### src/rtl/key_hit_decoder.sv
// Turns a pointer position and button press over the on-screen keyboard into
// note start/end pulses, with a debounced press and a hold length counted in ticks.
module key_hit_decoder #(
    parameter int unsigned DEBOUNCE_CYCLES = 16,
    parameter int unsigned TICK_CYCLES     = 1000,
    parameter int unsigned LEN_W           = 8
) (
    input  logic             clk,
    input  logic             reset,
    input  logic             enable,
    input  logic             press,
    input  logic [9:0]       x,
    input  logic [8:0]       y,
    input  logic             octave,
    output logic [4:0]       note,
    output logic             note_valid,
    output logic             finish_len,
    output logic [LEN_W-1:0] len,
    output logic             active
);

    localparam int unsigned DB_W = (DEBOUNCE_CYCLES > 1) ? $clog2(DEBOUNCE_CYCLES) : 1;
    localparam int unsigned TK_W = (TICK_CYCLES > 1) ? $clog2(TICK_CYCLES) : 1;
    localparam logic [DB_W-1:0] DB_LAST = DB_W'(DEBOUNCE_CYCLES - 1);
    localparam logic [TK_W-1:0] TK_LAST = TK_W'(TICK_CYCLES - 1);

    typedef enum logic [1:0] {
        ST_IDLE = 2'd0,
        ST_HELD = 2'd1,
        ST_GAP  = 2'd2
    } state_t;

    state_t           r_state;
    state_t           w_state_nxt;
    logic             w_hit;
    logic [3:0]       w_semi;
    logic [4:0]       w_note_nxt;
    logic             r_filt;
    logic             r_filt_d;
    logic [DB_W-1:0]  r_db_cnt;
    logic [TK_W-1:0]  r_tick;
    logic [3:0]       r_semi;
    logic [4:0]       r_note;
    logic [LEN_W-1:0] r_len;
    logic             r_note_valid;
    logic             r_finish_len;
    logic             r_active;
    logic             w_rise;
    logic             w_ok;
    logic             w_start;
    logic             w_finish;

    // Black keys take precedence in the upper band; white key index is (x-1)/54 via thresholds.
    always_comb begin
        w_hit  = 1'b0;
        w_semi = 4'd0;
        if (x >= 10'd1 && x <= 10'd378 && y <= 9'd229) begin
            w_hit = 1'b1;
            if (y < 9'd132 && x >= 10'd37 && x <= 10'd72)
                w_semi = 4'd1;
            else if (y < 9'd132 && x >= 10'd91 && x <= 10'd126)
                w_semi = 4'd3;
            else if (y < 9'd132 && x >= 10'd199 && x <= 10'd234)
                w_semi = 4'd6;
            else if (y < 9'd132 && x >= 10'd253 && x <= 10'd288)
                w_semi = 4'd8;
            else if (y < 9'd132 && x >= 10'd307 && x <= 10'd342)
                w_semi = 4'd10;
            else if (x <= 10'd54)
                w_semi = 4'd0;
            else if (x <= 10'd108)
                w_semi = 4'd2;
            else if (x <= 10'd162)
                w_semi = 4'd4;
            else if (x <= 10'd216)
                w_semi = 4'd5;
            else if (x <= 10'd270)
                w_semi = 4'd7;
            else if (x <= 10'd324)
                w_semi = 4'd9;
            else
                w_semi = 4'd11;
        end
    end

    assign w_note_nxt = (octave ? 5'd12 : 5'd0) + {1'b0, w_semi};

    always_ff @(posedge clk or posedge reset) begin
        if (reset) begin
            r_filt   <= 1'b0;
            r_filt_d <= 1'b0;
            r_db_cnt <= '0;
        end else begin
            r_filt_d <= r_filt;
            if (press != r_filt) begin
                if (r_db_cnt == DB_LAST) begin
                    r_filt   <= press;
                    r_db_cnt <= '0;
                end else begin
                    r_db_cnt <= r_db_cnt + 1'b1;
                end
            end else begin
                r_db_cnt <= '0;
            end
        end
    end

    assign w_rise = r_filt & ~r_filt_d;
    assign w_ok   = enable & r_filt & w_hit;

    always_ff @(posedge clk or posedge reset) begin
        if (reset)
            r_state <= ST_IDLE;
        else
            r_state <= w_state_nxt;
    end

    always_comb begin
        w_state_nxt = r_state;
        case (r_state)
            ST_IDLE: if (w_rise && w_ok) w_state_nxt = ST_HELD;
            ST_HELD: begin
                if (!enable || !r_filt || !w_hit)
                    w_state_nxt = ST_IDLE;
                else if (w_semi != r_semi)
                    w_state_nxt = ST_GAP;
            end
            ST_GAP:  w_state_nxt = w_ok ? ST_HELD : ST_IDLE;
            default: w_state_nxt = ST_IDLE;
        endcase
    end

    always_comb begin
        w_start  = 1'b0;
        w_finish = 1'b0;
        case (r_state)
            ST_IDLE: w_start  = w_rise && w_ok;
            ST_HELD: w_finish = (w_state_nxt != ST_HELD);
            ST_GAP:  w_start  = w_ok;
            default: ;
        endcase
    end

    // The tick on the finishing cycle is still counted so finish_len shows the final length.
    always_ff @(posedge clk or posedge reset) begin
        if (reset) begin
            r_tick       <= '0;
            r_semi       <= '0;
            r_note       <= '0;
            r_len        <= '0;
            r_note_valid <= 1'b0;
            r_finish_len <= 1'b0;
            r_active     <= 1'b0;
        end else begin
            r_note_valid <= w_start;
            r_finish_len <= w_finish;
            if (w_start) begin
                r_semi   <= w_semi;
                r_note   <= w_note_nxt;
                r_len    <= '0;
                r_tick   <= '0;
                r_active <= 1'b1;
            end else if (r_state == ST_HELD) begin
                if (r_tick == TK_LAST) begin
                    r_tick <= '0;
                    if (r_len != '1)
                        r_len <= r_len + 1'b1;
                end else begin
                    r_tick <= r_tick + 1'b1;
                end
                if (w_finish)
                    r_active <= 1'b0;
            end
        end
    end

    assign note       = r_note;
    assign note_valid = r_note_valid;
    assign finish_len = r_finish_len;
    assign len        = r_len;
    assign active     = r_active;

endmodule

### config.mk
export PLATFORM = sky130hd
export DESIGN_NAME = key_hit_decoder
export DESIGN_NICKNAME = d
export VERILOG_FILES = /design/src/rtl/key_hit_decoder.sv
export SDC_FILE = /design/constraint.sdc
export NUM_CORES = 1
export LEC_CHECK = 0
export BUFFER_PORTS_ARGS = -buffer_cell sky130_fd_sc_hd__buf_2
export CAP_MARGIN = 0
export CORE_MARGIN = 4
export CORE_UTILIZATION = 39
export DETAILED_ROUTE_END_ITERATION = 6
export GPL_TIMING_DRIVEN = 1
export PLACE_DENSITY = 0.68
export SETUP_SLACK_MARGIN = 0.4
export SLEW_MARGIN = 20
export SYNTH_ARGS = -nofsm -noshare
export SYNTH_HDL_FRONTEND = slang
export SYNTH_SLANG_ARGS = --single-unit
### constraint.sdc
create_clock -name clk -period 2.7 [get_ports clk]
set_input_delay 0.405 -clock clk [delete_from_list [all_inputs] [get_ports clk]]
set_output_delay 0.405 -clock clk [all_outputs]
set_load 0.02 [all_outputs]
== Word level (Yosys, flattened, before mapping) ==
Index checks and enable logic that the tools add are counted.

* Bits in writable memories: 0
* Memories kept: 0
* Output and inout bits: 16
* Register bits: 38
* Word-level logic and storage cells: 106
* Bits of input ports: 24
* Latch bits: 0
* Memory bits (read-only): 0

* Multipliers: 0
* Reduce and logical (&&, ||, !) cells: 26
* Shift-type cells: 0
* Muxes and demuxes: 33
* Magnitude comparators: 20
* $add $sub $neg: 4
* Divide/modulo/power cells: 0
* Eq/ne operators: 8
* Bitwise operators: 4

{| class="wikitable"
|+ Operators with widths
! operator !! count
|-
| $mux 4 || 14
|-
| $le 10x9->1 const B || 5
|-
| $mux 8 || 4
|-
| $le 10x7->1 const B || 3
|-
| $le 10x8->1 const B || 3
|-
| $mux 10 || 3
|-
| $ge 10x8->1 const B || 2
|-
| $logic_and 1x1->1 || 13
|-
| $add 10x1->10 const B || 1
|-
| $eq 10x10->1 const B || 1
|-
| $ge 10x1->1 const B || 1
|-
| $ge 10x6->1 const B || 1
|-
| $ge 10x7->1 const B || 1
|-
| $ge 10x9->1 const B || 1
|-
| $le 10x6->1 const B || 1
|-
| $le 9x8->1 const B || 1
|-
| $lt 9x8->1 const B || 1
|-
| $add 8x1->8 const B || 1
|-
| $mux 2 || 4
|-
| $ne 8x8->1 const B || 1
|-
| $reduce_bool 2->1 || 4
|-
| $mux 1 || 6
|-
| $pmux 2 s3 || 1
|-
| $add 4x4->5 || 1
|-
| other kinds (15) || 21
|}

== Depth between registers and ports, before layout ==
* Word-level depth: 22
* Depth in mapped cells: 10
* Depth with buffers taken out: 9

== Least setup slack after synthesis ==
No wires, ideal clock.

* Path kind: in2reg
* Start: input port x[7]
* End: register r_note[3] (netlist: note[3])
* Required time: 2.575 ns
* Slack: -0.119 ns
* Stages on the path: 9
* Path buffers: 1
* Library setup time: 0.125 ns
* Data arrival time: 2.695 ns
* Cells stage by stage: clkbuf_1 > a41oi_1 > a211oi_1 > nor3_1 > or2b_2 > nor4_1 > ha_1 > fa_1 > mux2_2

* Elaborated cells between the ends (all ways): 47
* Classes of those cells: add/sub: 1; order compare: 18; mux: 14; bitwise: 1; reduce/logical: 13

{| class="wikitable"
|+ RTL lines
! item !! RTL line !! text
|-
| start, declared || 12 || <nowiki>input logic [9:0] x,</nowiki>
|-
| $le 10x9->1 || 77 || <nowiki>else if (x <= 10'd270)</nowiki>
|-
| $mux 4 || 77 ||
|-
| $mux 4 || 75 || <nowiki>else if (x <= 10'd216)</nowiki>
|-
| $mux 4 || 73 || <nowiki>else if (x <= 10'd162)</nowiki>
|-
| $mux 4 || 71 || <nowiki>else if (x <= 10'd108)</nowiki>
|-
| $mux 4 || 69 || <nowiki>else if (x <= 10'd54)</nowiki>
|-
| $mux 4 || 67 || <nowiki>else if (y < 9'd132 && x >= 10'd307 && x <= 10'd342)</nowiki>
|-
| $mux 4 || 65 || <nowiki>else if (y < 9'd132 && x >= 10'd253 && x <= 10'd288)</nowiki>
|-
| $mux 4 || 63 || <nowiki>else if (y < 9'd132 && x >= 10'd199 && x <= 10'd234)</nowiki>
|-
| $mux 4 || 61 || <nowiki>else if (y < 9'd132 && x >= 10'd91 && x <= 10'd126)</nowiki>
|-
| $mux 4 || 59 || <nowiki>if (y < 9'd132 && x >= 10'd37 && x <= 10'd72)</nowiki>
|-
| $mux 4 * || 57 || <nowiki>if (x >= 10'd1 && x <= 10'd378 && y <= 9'd229) begin</nowiki>
|-
| via w_semi[2] || 36 || <nowiki>logic [3:0] w_semi;</nowiki>
|-
| $add 4x4->5 * || 86 || <nowiki>assign w_note_nxt = (octave ? 5'd12 : 5'd0) + {1'b0, w_semi};</nowiki>
|-
| via w_note_nxt[3] || 37 || <nowiki>logic [4:0] w_note_nxt;</nowiki>
|-
| end signal, assigned || 159 || <nowiki>r_note <= w_note_nxt;</nowiki>
|-
| end, declared || 43 || <nowiki>logic [4:0] r_note;</nowiki>
|}

The timed path passes the listed nets; every way through them passes the cells marked *.
A chain may end at the register's enable or synchronous reset.

== Worst setup path in the final report ==
* Start: input port y[3]
* End: register r_note[3] (netlist: note[3])

* Cells in the longest elaborated chain, start to end: 10
* Elaborated cells between the ends (all ways): 24
* Classes of those cells: add/sub: 1; order compare: 2; mux: 8; bitwise: 1; reduce/logical: 12

{| class="wikitable"
|+ RTL lines
! item !! RTL line !! text
|-
| start, declared || 13 || <nowiki>input logic [8:0] y,</nowiki>
|-
| $lt 9x8->1 || n/a ||
|-
| $logic_and 1x1->1 (2 in a row) || 67 ||
|-
| $mux 4 || 67 ||
|-
| $mux 4 || 65 ||
|-
| $mux 4 || 63 ||
|-
| $mux 4 || 61 ||
|-
| $mux 4 || 59 ||
|-
| $mux 4 * || 57 ||
|-
| via w_semi[2] || 36 ||
|-
| $add 4x4->5 * || 86 ||
|-
| via w_note_nxt[3] || 37 ||
|}

Marks and branches as above.

==> flow_summary.json <==
{
  "whs_ps": 392,
  "grt_pass1_wl_um": 10900,
  "grt_max_degree": 36,
  "pin_count": 40,
  "hold_class": "input pin to register",
  "drtIter0Drc": 150,
  "pwr_density_cell_nw_per_um2": 514,
  "synth-simple-area-share_pct": 29.4,
  "syn2layout_area_growth_pct": 35.5,
  "worst_pin_slew_ps": 433,
  "route.vias.total": 2538,
  "clock_latency_ps": 290,
  "arrival_ps": 2720,
  "start_kind": "input pin",
  "vdd_drop_max_uv": 357,
  "ys_warn_count": 0,
  "cts_buffer_depth": 2,
  "finClkSkew_ps": 3.66,
  "fmax_mhz": 394,
  "rr_endpoint": "len[5]",
  "die_h_um": 88.0,
  "root_buffer": "clkbuf_8",
  "cp.depth": 9,
  "antenna_found_initial": 0,
  "synth_cell_types": 63,
  "postSynthAreaPerCell_sq_um": 8.44,
  "status": "completed",
  "post_synth_xor_area_fraction_pct": 3.51,
  "start_util_pct": 41.2,
  "place_congestion": 0.871,
  "synth-compound-area-share_pct": 20.2,
  "cp_num_buf_inv": 2,
  "viasPerCell": 5.63,
  "synthCells": 296,
  "async_flop_share_pct": 100,
  "synthesis.area_sq_um": 2500,
  "worstSetupPathType": "input pin to register",
  "ys_ff_latch": 36,
  "rsz0062_at_grt": "yes",
  "clk_pin_slew_ps": 70,
  "die-area_sq_um": 7750,
  "min_period_over_period_pct": 94.1,
  "die_w_um": 88.0,
  "max_stage_delay_ps": 530,
  "drtPass1Iterations": 6,
  "hold_viol_final": 0,
  "slew_viol_final": 0,
  "path_cells": "buf_6 -> or4_4 -> o31a_4 -> a221oi_4 -> buf_4 -> nor4_4 -> ha_2 -> fa_2 -> mux2_4",
  "netlist_top_cells_area": "dfrtp_1, nor2_1, nand2_1",
  "wire_per_inst_um": 14.5,
  "yosys.area.top_type": "dfrtp_1",
  "dp_hpwl_um": 4730,
  "p_leak_nw": 1.54,
  "critPathSlowestCell": "or4_4",
  "ys_top_cells_by_count": "dfrtp_1, nor2_1, nand2_1, o21ai_0, nand3_1",
  "synth_edf_count": 0,
  "nets": 404,
  "p_total_mw": 1.74,
  "synthMuxAreaShare_pct": 3.41,
  "cts_buffers": 5,
  "portBuffers": 38,
  "reg2reg_from": "r_tick[0]",
  "setup_viol": 0,
  "critPathLaunch": "y[3]",
  "htreeDepth": 2,
  "maxCapViolations": 0,
  "grt_pass1_vias": 2347,
  "ys_seq_area_share_pct": 36.1,
  "required_ps": 2880,
  "antenna_cells": 0,
  "max_slew_margin_pct": 71.1,
  "endpoint": "note[3]",
  "core_sq_um": 6060,
  "reg2reg_depth": 9,
  "drc": 0,
  "cp_max_fo": 4,
  "globalRouteOverflowTotal": 0,
  "drive_gt1_share_pct": 34.6,
  "synth_top_family_by_area": "simple AND/OR/NAND/NOR gates",
  "clkSinkCount": 36,
  "r2r_slack_ps": 530,
  "grt_use_total_pct": 17.4,
  "cts_tree": "done",
  "synth_fa_ha_area_share_pct": 2.81,
  "synth_top_area_share_pct": 36.1,
  "path_delay_family": "adder cells",
  "cp-end-kind": "register",
  "synth_ff_type": "dfrtp_1",
  "drtAntennaViolNets": 0,
  "fp-row-count": 28,
  "synth_fp_nets": 325,
  "wl_um": 6540,
  "fin_crit_ps": 2540
}
-- power breakdown --
group / total, mW / switching, mW / internal, mW
Combinational: 0.509 / 0.282 / 0.227
Clock: 0.477 / 0.204 / 0.273
Sequential: 0.753 / 0.113 / 0.641
-- flip-flops by register name, indices dropped and copies added (netlist names) --
signal and flops:
len 8, r_semi 4, finish_len 1, r_tick 10
r_state 2, r_filt_d 1, note_valid 1, active 1
r_db_cnt 4, r_filt 1, note 3
-- worst min-delay path by stage --
stage / from / endpoint / cells past startpoint
after floorplan: r_filt / r_filt_d / 0
after global placement: reset / r_db_cnt[3] / 2
after detailed placement: reset / r_db_cnt[3] / 2
after CTS: press / r_filt / 2
after global routing: press / r_filt / 2
final: press / r_filt / 2
-- through the flow --
step / setup TNS [ps] / setup WS (ps) / cell area [sq um] / instances / utilization [%]
floorplan: 0 / 23.8 / 2560 / 296 / -
global placement: -493 / -135 / 3090 / 434 / 51.1
detailed placement: -540 / -183 / 3090 / 434 / 51.1
CTS: 0 / 217 / 3290 / 446 / 54.3
global route: 0 / 128 / 3380 / 451 / 55.8
finish: 0 / 160 / 3380 / 451 / 55.8
-- cell type report --
type                            instances  area (sq um)
Multi-Input combinational cell        233          1630
Clock inverter                          3          42.5
Fill cell                             532          2680
Inverter                                9          33.8
Sequential cell                        36           901
Tap cell                               75          93.8
Timing Repair Buffer                   90           619
Clock buffer                            5          68.8
-- routing by layer --
metal	GRT usage [%]	routed length, um	share of wire [%]	vias up
li1	-	-	-	1244
met1	24.6	3060	47	1215
met2	28.0	3110	48	71
met3	3.29	312	4.8	8
met4	3.02	59	0.90	0
met5	0	0	0	-
-- repair_timing --
action | CTS | global route
endpoints found under the setup margin | 7 | 13
hold endpoints to repair | 1 | 0
pin swaps | 8 | 4
resized for setup | 9 | 13
hold buffers | 1 | 0
buffers inserted | 3 | 5
-- cells in the final DEF, fill, tap and decap left out, types with 8 or more instances in the layout --
| master | n |
|---|---|
| o21ai_0 | 17 |
| buf_2 | 36 |
| inv_1 | 8 |
| nor2_1 | 33 |
| a21oi_1 | 9 |
| nor3_1 | 9 |
| buf_4 | 47 |
| nand2_1 | 34 |
| dfrtp_1 | 36 |
| nand3_1 | 13 |
-- logic make-up (layout without fill, tap and decap cells) --
family,Yosys count,in the layout
AND/OR/NAND/NOR,141,141
buffers and inverters,27,107
multiplexers,8,8
XOR/XNOR,10,10
adder cells (fa/ha/maj),5,5
flip-flops,36,36
AO/OA/AOI/OAI,69,69
Power figures use the tool's default switching activity.
